### src/rtl/muldiv_seq.sv
// Iterative unsigned multiply/divide unit: N-step shift-add multiply or restoring
// divide over one shared N+1-bit adder, with a start/busy/done handshake.
module muldiv_seq #(
  parameter int N = 32
) (
  input  logic         clk,
  input  logic         rst_n,
  input  logic         start,
  input  logic         op,
  input  logic [N-1:0] a,
  input  logic [N-1:0] b,
  output logic         busy,
  output logic         done,
  output logic [N-1:0] lo,
  output logic [N-1:0] hi,
  output logic         div_by_zero
);

  localparam int CW = $clog2(N);
  localparam logic [CW-1:0] LAST = CW'(N - 1);

  typedef enum logic [1:0] {
    IDLE = 2'd0,
    RUN  = 2'd1,
    DONE = 2'd2
  } state_t;

  state_t        state;
  logic          mode;
  logic [N-1:0]  addend;
  logic [N-1:0]  divisor;
  logic [CW-1:0] count;

  logic [N:0]    x;
  logic [N:0]    y;
  logic          sub;
  logic [N:0]    sum;

  // Shared adder/subtractor; the divide path keeps the bit shifted out of hi so
  // divisors at or above 2^(N-1) still compare correctly.
  always_comb begin
    x   = {(N+1){1'b0}};
    y   = {(N+1){1'b0}};
    sub = 1'b0;
    if (mode) begin
      x   = {hi, lo[N-1]};
      y   = {1'b0, divisor};
      sub = 1'b1;
    end else begin
      x   = {1'b0, hi};
      sub = 1'b0;
      if (lo[0]) begin
        y = {1'b0, addend};
      end else begin
        y = {(N+1){1'b0}};
      end
    end
    sum = x + (sub ? ~y : y) + {{N{1'b0}}, sub};
  end

  // Sequencer state, working registers and registered handshake outputs.
  always_ff @(posedge clk or negedge rst_n) begin
    if (!rst_n) begin
      state       <= IDLE;
      mode        <= 1'b0;
      addend      <= {N{1'b0}};
      divisor     <= {N{1'b0}};
      count       <= {CW{1'b0}};
      busy        <= 1'b0;
      done        <= 1'b0;
      div_by_zero <= 1'b0;
      lo          <= {N{1'b0}};
      hi          <= {N{1'b0}};
    end else begin
      case (state)
        IDLE: begin
          done <= 1'b0;
          if (start) begin
            mode    <= op;
            addend  <= a;
            divisor <= b;
            count   <= {CW{1'b0}};
            busy    <= 1'b1;
            if (op && (b == {N{1'b0}})) begin
              state       <= DONE;
              lo          <= {N{1'b1}};
              hi          <= a;
              div_by_zero <= 1'b1;
            end else begin
              state       <= RUN;
              hi          <= {N{1'b0}};
              lo          <= op ? a : b;
              div_by_zero <= 1'b0;
            end
          end
        end
        RUN: begin
          count <= count + CW'(1);
          if (mode) begin
            if (!sum[N]) begin
              hi <= sum[N-1:0];
              lo <= {lo[N-2:0], 1'b1};
            end else begin
              hi <= {hi[N-2:0], lo[N-1]};
              lo <= {lo[N-2:0], 1'b0};
            end
          end else begin
            hi <= sum[N:1];
            lo <= {sum[0], lo[N-1:1]};
          end
          if (count == LAST) begin
            state <= DONE;
            done  <= 1'b1;
          end
        end
        DONE: begin
          // A divide-by-zero enters with done low and raises it one cycle later.
          if (done) begin
            state <= IDLE;
            done  <= 1'b0;
            busy  <= 1'b0;
          end else begin
            done <= 1'b1;
          end
        end
        default: begin
          state <= IDLE;
          busy  <= 1'b0;
          done  <= 1'b0;
        end
      endcase
    end
  end

endmodule

### config.mk
export PLATFORM = sky130hd
export DESIGN_NAME = muldiv_seq
export DESIGN_NICKNAME = d
export VERILOG_FILES = /design/src/rtl/muldiv_seq.sv
export SDC_FILE = /design/constraint.sdc
export NUM_CORES = 1
export LEC_CHECK = 0
export CORE_UTILIZATION = 56
export DETAILED_ROUTE_END_ITERATION = 12
export PLACE_DENSITY = 0.79
export SYNTH_ARGS = -nofsm -noshare
export SYNTH_HDL_FRONTEND = slang
export SYNTH_SLANG_ARGS = --single-unit
### constraint.sdc
create_clock -name clk -period 4.9 [get_ports clk]
set_input_delay 1.47 -clock clk [delete_from_list [all_inputs] [get_ports clk]]
set_output_delay 1.47 -clock clk [all_outputs]
set_load 0.01 [all_outputs]
After elaboration in Yosys (flattened, before gate mapping)
Cells that the tools add are included.
Widths: inputs -> output; s select.
- bits in registers: 139
- output and inout port bits: 67
- $add $sub $neg: 3
- equal/unequal tests: 6
- muxes and demuxes: 30
- bitwise logic cells: 2
- reduce and logical (&&, ||, !) cells: 8
- operators by type and width (cell ; number):
    $mux 32 ; 10
    $pmux 32 s2 ; 2
    $mux 33 ; 2
    $add 33x1->33 ; 1
    $add 33x33->33 ; 1
    $not 33->33 ; 1
    $logic_not 32->1 ; 1
    $pmux 5 s2 ; 1
    $mux 2 ; 4
    $mux 1 ; 7
    $ne 2x2->1 const B ; 3
    $pmux 2 s3 ; 1
    $reduce_and 3->1 ; 2
    $add 5x1->5 const B ; 1
    $eq 5x5->1 const B ; 1
    $mux 5 ; 1
    $reduce_and 2->1 ; 2
    $pmux 1 s3 ; 1
    $eq 2x1->1 const B ; 1
    $eq 2x2->1 const B ; 1
    $logic_not 2->1 ; 1
    $pmux 1 s2 ; 1
    $reduce_bool 2->1 ; 1
    $logic_and 1x1->1 ; 1
    $not 1->1 ; 1

Longest topological paths before layout
Gate-level depths: netlist of run 1.
- depth in word-level cells: 9
- depth in mapped cells: 17
- mapped depth without buffers: 13

Least setup slack after synthesis of run 1
No wires, ideal clock.
- path type: register -> register
- from: register mode
- to: register hi[10]
- arrival time: 4133 ps
- data required time: 4774 ps
- setup slack: 641 ps
- stages on the path, launching flop included: 17
- clock period less this slack: 4259 ps
- cells stage by stage: dfrtp_1 clkbuf_1 buf_1 clkbuf_1 mux2_2 ha_1 buf_4 a21o_1 a21boi_1 a211o_1 and2_0 a211o_1 o211ai_4 buf_6 mux2i_1 a21oi_1 a221o_1
- word-level cells in the longest chain between the ends: 8
- elaborated cells on any way between the ends: 10
- those cells by class: add/sub: 2; mux: 7; bitwise: 1
- ends and longest elaborated chain (element ; line ; RTL):
    start, declared ; 29 ; logic mode;
    start signal, assigned ; 79 ; mode <= op;
    $mux 32 ; 45 ; if (mode) begin
    $not 33->33 ; 58 ; sum = x + (sub ? ~y : y) + {{N{1'b0}}, sub};
    $mux 33 ; 58 ;
    $add 33x33->33 ; 58 ;
    $add 33x1->33 ; 58 ;
    $mux 32 ; 100 ; if (!sum[N]) begin
    $mux 32 (*) ; 99 ; if (mode) begin
    $pmux 32 s2 (*) ; 75 ; case (state)
    end signal, assigned ; 73 ; hi <= {N{1'b0}};
    end signal, assigned ; 101 ; hi <= sum[N-1:0];
    end signal, assigned ; 104 ; hi <= {hi[N-2:0], lo[N-1]};
    end, declared ; 15 ; output logic [N-1:0] hi,
Mark *: on every way between the ends. The rest lies on a longest branch, timed or not.
A chain may end at the register's enable or synchronous reset.

Final worst setup path of run 1
- from: input port b[31]
- to: register lo[25]
- word-level cells in the longest chain between the ends: 5
- ends and longest elaborated chain (element ; line ; RTL):
    start, declared ; 11 ; input logic [N-1:0] b,
    $logic_not 32->1 ; 84 ; if (op && (b == {N{1'b0}})) begin
    $logic_and 1x1->1 ; 84 ;
    $mux 32 ; 84 ;
    $mux 32 ; 78 ; if (start) begin
    $pmux 32 s2 ; 75 ;
    end signal, assigned ; 72 ; lo <= {N{1'b0}};
    end signal, assigned ; 86 ; lo <= {N{1'b1}};
    end signal, assigned ; 92 ; lo <= op ? a : b;
    end, declared ; 14 ; output logic [N-1:0] lo,
No other way between the ends. The select of a mux whose other input is x is not followed.

==> run metrics, run 1 <==
share of post-route cells with drive strength above 1=0.144; # nets final=1239; Synth Warn #=0; Fillers=1312; Final ANT Viol Nets=0; CP bufs+invs=2; DR vias=8950; initial antenna violation count=0; CP delay by family, top=simple AND/OR/NAND/NOR gates; Setup Crit Path Kind=in2reg; Worst setup EP type=flip-flop; Slew HR=0.311; number of flops mapped to enable cells by yosys=0; Area Growth Syn to Fin=21.8%; worst-margin pin slew=1020 ps; Worst EP required=5270 ps; DP Wirelength=21700 µm; num rows=47; Peak VDD IR=0.373 mV; DRC violations left=0; CP max-delay cell=nor4b_1; DR WL/cell=22.0 µm; Leak=5.22 nW; starting density of the core=0.581; die area=0.0180 mm²; Port Buf Inserts=134; hold buffer count at cts=0; setup ws final=634 ps; root cell of the clock tree=clkbuf_16; status=completed; CTS H-Tree Depth=4; GR Util All Layers=0.342; DRT Pass-1 Iters=5; die height=134 µm; Placer Congestion=0.960; Sink Count=139; DR iter-0 viols=759; Syn Inst Count=1034; vias in the first global route=8502; post-synthesis instance area=0.00977 mm²; RSZ-0062 raised after global routing=no; syn_nets=1139; critical path peak fanout=20; Netlist cell types=63; GRT overflow=0; # setup viols final=0; register area share after synthesis=0.356; Worst Setup Start Kind=input port; io pins=135; TritonCTS clock tree=built; CP Cell Sequence=clkdlybuf4s50_1 -> nor4b_1 -> nand4_1 -> nor4_1 -> and4_1 -> buf_4 -> a2111oi_0 -> a211oi_1 -> a21o_1; Max stage delay on crit path=910 ps; first-pass GRT wire length=47200 µm; maximum clock insertion buffer count=2; clock-pin slew on the worst setup and hold paths=60 ps; Final TNS setup=0 ps; Gates resized, CTS repair=0; placed cell areas=0.0113 mm²; maxcap violations=0; Crit path arrival time=4630 ps; CTS buffer count=17; Final Cycle Share=0.871; Power Density=804 mW/mm²; Setup Fix Bufs, Post-CTS=0; Hold WC Path Type=reg2reg; Via density=6.55; Non-Filler Cell Area, Final=0.0119 mm²; clock latency at the later pin of the worst-skew pair=430 ps; overall power=0.00958 W; Final Skew=7.33 ps; die width=134 µm; core area=0.0168 mm²; ys flop type=dfrtp_1; Slew Limit Fails=0; antenna fix cells=0; Routed WL=30000 µm; fmax=234 MHz; syn_area_per_cell=9.45 µm²; post-synthesis register bit count=139; final hold vios=0; largest net degree at the start of global routing=101; post-synthesis async set-or-reset flop share=1.00; crit path time final=4270 ps; post-place setup slack=529 ps
[where the power goes]
part	internal, W	switching [W]	total (W)
clock network	0.000871	0.000528	0.00140
registers	0.00169	0.000533	0.00222
logic	0.00266	0.00330	0.00596
[layout by cell type (no fill, tap or decap), types with 5 or more instances in the layout]
master and n:
clkdlybuf4s50_1 132, clkinv_4 5, xor2_1 12, nand2_1 81
mux2i_1 54, o21ai_0 97, inv_1 15, dfrtp_1 138
and2_1 6, nor2_1 39, nand3_1 10, and4_1 5
a2111oi_0 32, o21a_1 8, nor4_1 14, a221o_1 15
buf_4 18, ha_1 35, and3_1 7, a22o_1 10
nand4_1 6, clkbuf_16 17, nor3_1 6, a211oi_1 39
mux2_2 97, xnor2_1 18, a21oi_1 68, a21o_1 43
nor2b_1 35, a22oi_1 8, a31oi_1 6
[layout make-up]
class / instances / area, µm² / share of cell area
Clock buffer: 19 / 443 / 0.0372
Multi-Input combinational cell: 807 / 5950 / 0.499
Inverter: 15 / 56.3 / 0.00473
Clock inverter: 13 / 191 / 0.0161
Tap cell: 220 / 275 / 0.0231
Sequential cell: 139 / 3480 / 0.292
Timing Repair Buffer: 154 / 1510 / 0.127
[sequential cells by signal, summed over array words and instances (netlist names), 2 cells and up]
signal and flops:
hi 32, addend 32, lo 32, divisor 32
count 5, state 2
[kinds of logic (layout without fill, tap and decap cells)]
| logic type | Yosys count | count (layout) | share of synthesized area |
|---|---|---|---|
| xor+xnor | 30 | 30 | 0.0269 |
| buf+inv | 88 | 201 | 0.0380 |
| fa+ha+maj | 37 | 37 | 0.0481 |
| compound gates | 363 | 363 | 0.249 |
| flops | 139 | 139 | 0.356 |
| simple gates | 225 | 225 | 0.114 |
| mux | 152 | 152 | 0.168 |
[synth_stat cells, drive strengths merged (5+ instances only)]
cell type	number	share of area
o211ai	5	0.0052
nand2	82	0.031
a22o	10	0.0090
and2	8	0.0054
a21o	43	0.033
xnor2	18	0.016
inv	15	0.0058
a211oi	40	0.031
mux2	97	0.11
buf	18	0.011
mux2i	55	0.057
a31oi	6	0.0038
clkbuf	55	0.021
dfrtp	139	0.36
nand3	10	0.0051
nor2b	36	0.023
xor2	12	0.011
a21oi	68	0.035
ha	36	0.046
o21ai	102	0.052
and3	7	0.0045
a2111oi	32	0.029
nor2	39	0.015
and4	5	0.0045
a221o	15	0.015
nand4	6	0.0038
o21a	8	0.0061
nor4	14	0.0090
a22oi	8	0.0061
nor3	7	0.0036
[layer usage]
metal	wire [µm]	part of all wire	GRT usage
met1	13700	0.46	0.508
met2	13000	0.43	0.497
met3	2480	0.083	0.0627
met4	846	0.028	0.120
met5	0	0	0
[path summary, 6_finish.rpt]
path | start | to | slack, ps | depth (start not counted)
setup reg to reg | mode$_DFFE_PN0P_ | hi[29]$_DFFE_PN0P_ | 720 | 12
setup / recovery | b[31] | lo[25]$_DFFE_PN0P_ | 630 | 9
max in group asynchronous | rst_n | hi[24]$_DFFE_PN0P_ | 2880 | 2
min in group asynchronous | rst_n | lo[3]$_DFFE_PN0P_ | 1140 | 1
hold reg to reg | divisor[21]$_DFFE_PN0P_ | divisor[21]$_DFFE_PN0P_ | 500 | 1
hold / removal | divisor[21]$_DFFE_PN0P_ | divisor[21]$_DFFE_PN0P_ | 500 | 1
[per-stage QoR]
step | hold WS (ps) | std cells | utilization
after global routing | 511 | 1367 | 0.708
after global placement | 482 | 1335 | 0.670
after CTS | 501 | 1367 | 0.708
after floorplan | 474 | 1034 | -
final | 502 | 1367 | 0.708
after detailed placement | 489 | 1335 | 0.670
No activity file was read; power rests on OpenSTA's default activity.
==> run 2: changes to the inputs <==
--- a/config.mk
+++ b/config.mk
@@ -5,9 +5,11 @@
 export SDC_FILE = /design/constraint.sdc
 export NUM_CORES = 1
 export LEC_CHECK = 0
-export CORE_UTILIZATION = 56
+export CORE_UTILIZATION = 50
 export DETAILED_ROUTE_END_ITERATION = 12
-export PLACE_DENSITY = 0.79
+export GPL_TIMING_DRIVEN = 0
+export PLACE_DENSITY = 0.72
+export REMOVE_ABC_BUFFERS = 1
 export SYNTH_ARGS = -nofsm -noshare
 export SYNTH_HDL_FRONTEND = slang
 export SYNTH_SLANG_ARGS = --single-unit
==> run 2 against run 1 <==
Net effect: non-clock buffer count down 5; critical path depth down 1; clock skew up 6.3 ps; utilization down 6.9 points; via count down 0.54%; combinational power up 4.2%; die area up 12%; hold slack about the same; cell area up 1.8%; clock power down 4%; register-to-register slack worse by 360 ps.
==> run metrics, run 2 (synthesized netlist as in run 1, its figures left out) <==
first-pass GRT wire length=46400 µm (-1.7%); Slew HR=0.149 (-0.162); Worst EP required=5270 ps (about the same); Final Cycle Share=0.997 (+0.126); CP delay by family, top=simple AND/OR/NAND/NOR gates; Area Growth Syn to Fin=24.0%; Placer Congestion=0.933 (-2.7%); CTS H-Tree Depth=4 (unchanged); maximum clock insertion buffer count=2 (unchanged); Worst Setup Start Kind=input port; clock latency at the later pin of the worst-skew pair=430 ps (about the same); CP Cell Sequence=clkdlybuf4s50_1 -> nor4b_1 -> nand4_1 -> nor4_1 -> and4_2 -> a2111oi_0 -> a211oi_1 -> a21o_1; Leak=5.27 nW (+0.89%); CP bufs+invs=1 (-1); GRT overflow=0 (unchanged); DRC violations left=0 (unchanged); DR iter-0 viols=711 (-6.3%); Via density=6.34 (-3.1%); maxcap violations=0 (unchanged); # nets final=1236 (-0.24%); DR vias=8902 (-0.54%); Setup Crit Path Kind=in2reg; Slew Limit Fails=0 (unchanged); root cell of the clock tree=clkbuf_16; Crit path arrival time=5260 ps (+630 ps); core area=0.0190 mm² (+13%); CTS buffer count=17 (unchanged); commonest cells after routing, fill and taps aside=dfrtp_1, clkdlybuf4s50_1, o21ai_0, mux2_2, nand2_1; Power Density=804 mW/mm² (-0.12%); Hold Worst Slack=502 ps (+0.262 ps); die height=142 µm (+5.7%); commonest non-fill, non-tap cell in the layout=dfrtp_1; critical path peak fanout=34 (+70%); Hold WC Path Type=reg2reg; Reg area=0.00348 mm² (unchanged); overall power=0.00974 W (+1.6%); crit path time final=4890 ps (+619 ps); Peak VDD IR=0.443 mV (+19%); Multi-input gate area=0.00601 mm² (+1.1%); Final ANT Viol Nets=0 (unchanged); Fillers=1591 (+21%); die area=0.0201 mm² (+12%); Hold Crit Start=divisor[7]$_DFFE_PN0P_; TritonCTS clock tree=built; share of post-route cells with drive strength above 1=0.144 (+0.000503); clock-pin slew on the worst setup and hold paths=60 ps (about the same); DR WL/cell=21.3 µm (-3.0%); GR Util All Layers=0.302 (-0.0402); vias in the first global route=8485 (-0.20%); initial antenna violation count=0 (unchanged); DRT Pass-1 Iters=5 (unchanged); worst-margin pin slew=1280 ps (+257 ps); CP max-delay cell=and4_2; status=completed; Worst setup EP type=flip-flop; Sink Count=139 (unchanged); antenna fix cells=0 (unchanged); Max stage delay on crit path=840 ps (-70 ps); Worst setup startpoint=b[31]; RSZ-0062 raised after global routing=no; final hold vios=0 (unchanged); num rows=50 (+6.4%); Routed WL=29900 µm (-0.43%); starting density of the core=0.516 (-0.0655); # setup viols final=0 (unchanged); largest net degree at the start of global routing=97 (-4.0%); DP Wirelength=20600 µm (-4.8%); Final Skew=13.6 ps (+6.32 ps); io pins=135 (unchanged); Port Buf Inserts=134 (unchanged); RR Startpoint=mode$_DFFE_PN0P_; die width=142 µm (+5.7%); fmax=205 MHz (-13%)
==> run 2: final timing paths <==
kind	to	slack, ps	cells past startpoint
hold / removal	divisor[7]$_DFFE_PN0P_	500	1
setup / recovery	lo[29]$_DFFE_PN0P_	10	8
min in group asynchronous	lo[5]$_DFFE_PN0P_	950	1
hold reg to reg	divisor[7]$_DFFE_PN0P_	500	1
setup reg to reg	hi[30]$_DFFE_PN0P_	360	13
max in group asynchronous	hi[22]$_DFFE_PN0P_	3090	2
==> run 2: power breakdown <==
group	switching [W]	internal, W	total, W	leakage, nW
registers	0.000494	0.00169	0.00218	1.71
clock network	0.000538	0.000809	0.00135	0.289
logic	0.00341	0.00280	0.00621	3.27
==> run 2: final cells by class <==
cell class                 instances  area share
tap                              260      0.0268
clock buffer                      17      0.0351
multi-input combinational        809       0.496
inverter                          15     0.00506
clock inverter                    14      0.0153
timing repair buffer             149       0.134
sequential                       139       0.287
==> run 2: worst reg2reg max path, delay by kind of cell (launching register included) <==
kind,cells,cell delay [ps]
adders and majority gates,1,490
muxes,2,450
AOI/OAI and AO/OA,8,2290
DFF,1,610
buffers and inverters,2,610
==> run 2: layer usage <==
metal	wire length, µm	part of all wire	global-route usage	vias up
li1	-	-	-	4130
met1	13700	0.46	0.427	4398
met4	775	0.026	0.106	0
met5	0	0	0	-
met3	1950	0.065	0.0537	48
met2	13500	0.45	0.463	326
==> run 2: metrics by stage <==
stage	setup WS (ps)	setup TNS [ps]	std cells	util	instance area (µm²)
6_report	14.9	0	1403	0.639	12100
5_1_grt	54.3	0	1403	0.639	12100
4_1_cts	82.3	0	1399	0.635	12000
3_5_place_dp	-676	-32740	1364	0.599	11400
3_3_place_gp	-5030	-726390	1355	0.587	11100
2_1_floorplan	-2130	-69400	961	-	9460
==> run 2: what timing repair did <==
action / in CTS / in global routing
gates cloned: 2 / 0
gates resized for setup: 4 / 2
setup endpoints to repair: 63 / 32
pin swaps: 1 / 0
buffers inserted: 2 / 4
hold buffers: 0 / 0
